## config.mk

```make
export PLATFORM = sky130hd
export DESIGN_NAME = vga_sync_gen
export DESIGN_NICKNAME = d
export VERILOG_FILES = /design/src/rtl/vga_pkg.sv /design/src/rtl/vga_axis_counter.sv /design/src/rtl/vga_sync_gen.sv
export SDC_FILE = /design/constraint.sdc
export NUM_CORES = 1
export LEC_CHECK = 0
export ABC_CLOCK_PERIOD_IN_PS = 1900
export BUFFER_PORTS_ARGS = -buffer_cell sky130_fd_sc_hd__buf_2
export CAP_MARGIN = 25
export CORE_MARGIN = 2
export CORE_UTILIZATION = 30
export CTS_BUF_LIST = sky130_fd_sc_hd__clkbuf_16
export CTS_CLUSTER_DIAMETER = 120
export DETAILED_ROUTE_END_ITERATION = 7
export SKIP_LAST_GASP = 1
export SLEW_MARGIN = 25
export SYNTH_ARGS = -nofsm -noshare
export SYNTH_HDL_FRONTEND = slang
export SYNTH_SLANG_ARGS = --single-unit
export TNS_END_PERCENT = 100
```

## constraint.sdc

```tcl
create_clock -name clk50M -period 1.9 [get_ports clk50M]
set_clock_uncertainty 0.15 [all_clocks]
set_input_delay 0.38 -clock clk50M [delete_from_list [all_inputs] [get_ports clk50M]]
set_output_delay 0.38 -clock clk50M [all_outputs]
set_load 0.01 [all_outputs]
```

## src/rtl/vga_pkg.sv

```systemverilog
// Shared 640x480@60 timing constants, coordinate/colour types and the test-pattern colour helper.
// Used by vga_sync_gen and vga_axis_counter; the pattern is only selected when VGA_SYNC_TESTPAT_EN is defined.
package vga_pkg;

  localparam int H_VIS  = 640;
  localparam int H_FP   = 16;
  localparam int H_SYNC = 96;
  localparam int H_BP   = 48;
  localparam int V_VIS  = 480;
  localparam int V_FP   = 10;
  localparam int V_SYNC = 2;
  localparam int V_BP   = 33;

  localparam int H_TOTAL = H_VIS + H_FP + H_SYNC + H_BP;
  localparam int V_TOTAL = V_VIS + V_FP + V_SYNC + V_BP;

  typedef logic [9:0] coord_t;
  typedef logic [7:0] rgb_t;

  // Boundaries pre-cast to counter width so comparisons stay width-matched
  localparam coord_t H_VIS_C    = coord_t'(H_VIS);
  localparam coord_t V_VIS_C    = coord_t'(V_VIS);
  localparam coord_t H_SYNC_BEG = coord_t'(H_VIS + H_FP);
  localparam coord_t H_SYNC_END = coord_t'(H_VIS + H_FP + H_SYNC);
  localparam coord_t V_SYNC_BEG = coord_t'(V_VIS + V_FP);
  localparam coord_t V_SYNC_END = coord_t'(V_VIS + V_FP + V_SYNC);
  localparam coord_t BAR_W      = coord_t'(H_VIS / 8);

  function automatic rgb_t bar_color(input coord_t px);
    logic [2:0] k;
    k = 3'(px / BAR_W);
    return {{3{k[2]}}, {3{k[1]}}, {2{k[0]}}};
  endfunction

endpackage

```

## src/rtl/vga_axis_counter.sv

```systemverilog
// Modulo-MODULO counter with enable; wrap is high while the count sits on its last value.
module vga_axis_counter
  import vga_pkg::*;
#(
  parameter int MODULO = H_TOTAL
) (
  input  logic       clk,
  input  logic       reset,
  input  logic       en,
  output logic [9:0] count,
  output logic       wrap
);

  localparam logic [9:0] LAST = 10'(MODULO - 1);

  logic [9:0] count_q, count_d;

  always_comb begin
    count_d = count_q;
    if (en) begin
      count_d = (count_q == LAST) ? 10'd0 : count_q + 10'd1;
    end
  end

  always_ff @(posedge clk or posedge reset) begin
    if (reset) count_q <= '0;
    else       count_q <= count_d;
  end

  assign count = count_q;
  assign wrap  = (count_q == LAST);

endmodule

```

## src/rtl/vga_sync_gen.sv

```systemverilog
// 640x480@60 VGA timing: pixel counters, registered sync/RGB stage lagging the counters by one pixel.
// Define VGA_SYNC_TESTPAT_EN to replace rgb_in with eight internal vertical colour bars.
module vga_sync_gen
  import vga_pkg::*;
(
  input  logic       clk50M,
  input  logic       reset,
  input  logic       pix_ce,
  input  logic [7:0] rgb_in,
  output logic [9:0] x,
  output logic [9:0] y,
  output logic       video_on,
  output logic       frame_start,
  output logic       hsync,
  output logic       vsync,
  output logic [7:0] rgb_out
);

  logic [9:0] x_cnt, y_cnt;
  logic       h_wrap, v_wrap;
  logic       v_en;
  logic [7:0] pix_src;

  logic       frame_start_q, frame_start_d;
  logic       hsync_q, hsync_d;
  logic       vsync_q, vsync_d;
  logic [7:0] rgb_q, rgb_d;

  assign v_en = pix_ce & h_wrap;

  vga_axis_counter #(.MODULO(H_TOTAL)) u_h_cnt (
    .clk   (clk50M),
    .reset (reset),
    .en    (pix_ce),
    .count (x_cnt),
    .wrap  (h_wrap)
  );

  vga_axis_counter #(.MODULO(V_TOTAL)) u_v_cnt (
    .clk   (clk50M),
    .reset (reset),
    .en    (v_en),
    .count (y_cnt),
    .wrap  (v_wrap)
  );

  assign video_on = (x_cnt < H_VIS_C) && (y_cnt < V_VIS_C);

`ifdef VGA_SYNC_TESTPAT_EN
  assign pix_src = bar_color(x_cnt);
`else
  assign pix_src = rgb_in;
`endif

  // Stage 1 samples the pre-advance coordinate, so every pin trails x/y by one pixel
  always_comb begin
    hsync_d       = hsync_q;
    vsync_d       = vsync_q;
    rgb_d         = rgb_q;
    frame_start_d = pix_ce & h_wrap & v_wrap;
    if (pix_ce) begin
      hsync_d = !((x_cnt >= H_SYNC_BEG) && (x_cnt < H_SYNC_END));
      vsync_d = !((y_cnt >= V_SYNC_BEG) && (y_cnt < V_SYNC_END));
      rgb_d   = video_on ? pix_src : 8'h00;
    end
  end

  always_ff @(posedge clk50M or posedge reset) begin
    if (reset) begin
      frame_start_q <= 1'b0;
      hsync_q       <= 1'b1;
      vsync_q       <= 1'b1;
      rgb_q         <= 8'h00;
    end else begin
      frame_start_q <= frame_start_d;
      hsync_q       <= hsync_d;
      vsync_q       <= vsync_d;
      rgb_q         <= rgb_d;
    end
  end

  assign x           = x_cnt;
  assign y           = y_cnt;
  assign frame_start = frame_start_q;
  assign hsync       = hsync_q;
  assign vsync       = vsync_q;
  assign rgb_out     = rgb_q;

endmodule

```

==> impl_metrics.env <==
export IMPL_die_w_um=76.6
export IMPL_p_leak_nw=1.02
export IMPL_power_frac_seq=0.419
export IMPL_p_int_mw=1.37
export IMPL_io_buffers=42
export IMPL_syn_nets=173
export IMPL_areaGrowthSynthToFinish_pct=31.0
export IMPL_die_h_um=76.6
export IMPL_gp_routability_congestion=0.776
export IMPL_io_pins=43
export IMPL_finalSetupViolations=0
export IMPL_swShare=0.274
export IMPL_drt_first_pass_iters=4
export IMPL_reg2reg_from="u_v_cnt.count[0]"
export IMPL_die_area_mm2=0.00586
export IMPL_vias=1344
export IMPL_crit_start="u_v_cnt.count[7]"
export IMPL_drive_above_1_share=0.327
export IMPL_max_cap_viol_count=0
export IMPL_hp_class="primary input to asynchronous set/reset pin"
export IMPL_final_nets=228
export IMPL_cts_root_buf="clkbuf_16"
export IMPL_regToRegSetupSlack_ns=0.13
export IMPL_viasPerCell=4.73
export IMPL_r2r_end="u_v_cnt.count[9]"
export IMPL_final_cell_mix="42 x buf_2, 28 x dfrtp_1, 19 x inv_1"
export IMPL_fin_crit_sh=0.938
export IMPL_tns_ns=0
export IMPL_cts_made_buffers=5
export IMPL_p_comb_frac=0.190
export IMPL_worst_path_max_fanout=5
export IMPL_cts_sink_count=31
export IMPL_netlist_top_cells_area="dfrtp_1 46%, inv_1 4.3%, nand2_1 4.0%"
export IMPL_r2r_cells=6
export IMPL_ys_ff_latch=31
export IMPL_crit_path_end_kind="output pin"
export IMPL_ctsHtreeMaxLevel=2
export IMPL_drv_slew=0
export IMPL_syn_inst=158
export IMPL_drtAntennaViolNets=0
export IMPL_powerDensity_mw_per_mm2=910
export IMPL_mostFrequentLayoutCell="buf_2"
export IMPL_grt_max_degree=32
export IMPL_path_clk_slew_ns=0.05
export IMPL_critPathLaunchType="flip-flop"
export IMPL_clockBufferDepth=2
export IMPL_netSwitchingPower_uw=515
export IMPL_antenna_found_initial=0
export IMPL_synth_top_area_cell="dfrtp_1"
export IMPL_fmax_mhz=561
export IMPL_start_util=0.309
export IMPL_gr_total_overflow=0
export IMPL_slew_headroom=0.736
export IMPL_finalCriticalPeriod_ns=1.78
export IMPL_final_hold_viol_count=0
export IMPL_cp_arrival_ns=1.25
export IMPL_rows=26
export IMPL_holdBufCountCts=0
export IMPL_synth_area_mm2=0.00158
export IMPL_synth_warning_count=0
export IMPL_dp_hpwl_um=2520
export IMPL_status="finished, final reports clean"
export IMPL_synth_top_area_frac=0.460
export IMPL_power_share_clock=0.391
export IMPL_coreArea_mm2=0.00511
export IMPL_avgSynthCellArea_um2=9.99
export IMPL_vdd_drop_max_mv=0.379
export IMPL_dr_first_iter_drc_count=56
export IMPL_synth_seq_area_share=0.493
export IMPL_route_detailed_drc=0
export IMPL_drt_wirelength_per_cell_um=12.3
export IMPL_grt_pass1_vias=1247
export IMPL_postLayoutCoreUtil=0.405
export IMPL_ys_types=42
export IMPL_worst_pin_slew_ns=0.392
export IMPL_rsz0062_at_grt="no"
export IMPL_insertion_delay_ns=0.27
export IMPL_cts_tree="yes"
export IMPL_antenna_cells=0
export IMPL_grt_pass1_wl_um=6030
export IMPL_cp_required_ns=1.37
export IMPL_grtUsageTotal=0.130
export IMPL_totalWireLength_um=3490
export IMPL_worstSetupPathType="flip-flop to output pin"
final cells by class:
cell class              count  area, um2
fillers                   522       3040
flip-flops and latches     31        779
multi-input cells         105        711
repair buffers             52        285
clock buffers               5        125
well taps                  70       87.6
inverters                  18       67.6
clock inverters             3       12.5
through the flow:
stage	area (um2)	setup WS, ns	std cells	hold slack, ns	power, mW
after floorplan	1580	0.155	158	0.332	0.992
after global placement	1930	0.166	276	0.331	1.16
after detailed placement	1930	0.129	276	0.329	1.16
after CTS	2070	0.0379	284	0.0383	1.92
after global routing	2070	0.0194	284	0.0837	2.00
final	2070	0.119	284	0.0274	1.88
sequential cells by signal, indices dropped and copies added (netlist names):
| name | flops |
|---|---|
| frame_start | 1 |
| hsync | 1 |
| rgb_out | 8 |
| u_h_cnt.count | 10 |
| vsync | 1 |
| u_v_cnt.count | 10 |
cells in the mapped netlist, drive strengths merged:
cell type  number
dfrtp          29
inv            18
nand2          17
nand4          10
nor2            9
o21ai           9
o22ai           9
xnor2           7
nand3           6
nor3            5
and3            4
ha              4
a21o            2
a21oi           2
buf             2
clkbuf          2
dfstp           2
mux2i           2
nor3b           2
nor4            2
nor4b           2
xor2            2
a21boi          1
a22o            1
a31oi           1
a32o            1
and3b           1
and4            1
and4bb          1
nand3b          1
o21a            1
o31a            1
or3             1
kinds of logic after synthesis:
family                     Yosys count  share of synthesized area
DFF                                 31                      0.493
muxes                                2                     0.0127
and+or+nand+nor                     62                      0.238
buffers and inverters               22                     0.0570
xor gates and xnor gates             9                     0.0547
AOI/OAI and AO/OA                   28                      0.113
adders and majority gates            4                     0.0317
layer usage:
layer / GRT usage / vias up / wire, um
li1: - / 671 / -
met1: 0.170 / 627 / 1590
met2: 0.198 / 37 / 1650
met3: 0.0438 / 9 / 179
met4: 0.0491 / 0 / 70
met5: 0 / - / 0
power groups by stage:
stage                     Sequential [mW]  Clock (mW)  Combinational, mW
after global placement              0.796           0              0.359
after floorplan                     0.861           0              0.131
after global routing                0.802       0.795              0.400
after detailed placement            0.798           0              0.365
after CTS                           0.789       0.762              0.365
final                               0.788       0.736              0.358
how the worst max path moves through the flow:
stage / end / slack (ns) / cells after the start
2_1_floorplan: u_v_cnt.count[6] / 0.15 / 6
3_3_place_gp: u_v_cnt.count[9] / 0.17 / 6
3_5_place_dp: u_v_cnt.count[9] / 0.13 / 6
4_1_cts: video_on / 0.04 / 4
5_1_grt: u_v_cnt.count[9] / 0.02 / 6
6_report: video_on / 0.12 / 4
worst max-delay path, stage by stage, from the launching register on:
cell	delay, ns
dfrtp_1	0.43
nand4_1	0.19
nand3b_1	0.18
inv_1	0.05
buf_2	0.13
timing repair:
| item | 4_1_cts | 5_1_grt |
|---|---|---|
| endpoints found under the setup margin | 0 | 1 |
| setup buffers | 0 | 0 |
| resized for setup | 0 | 2 |
(Power assumes the default switching activity.)
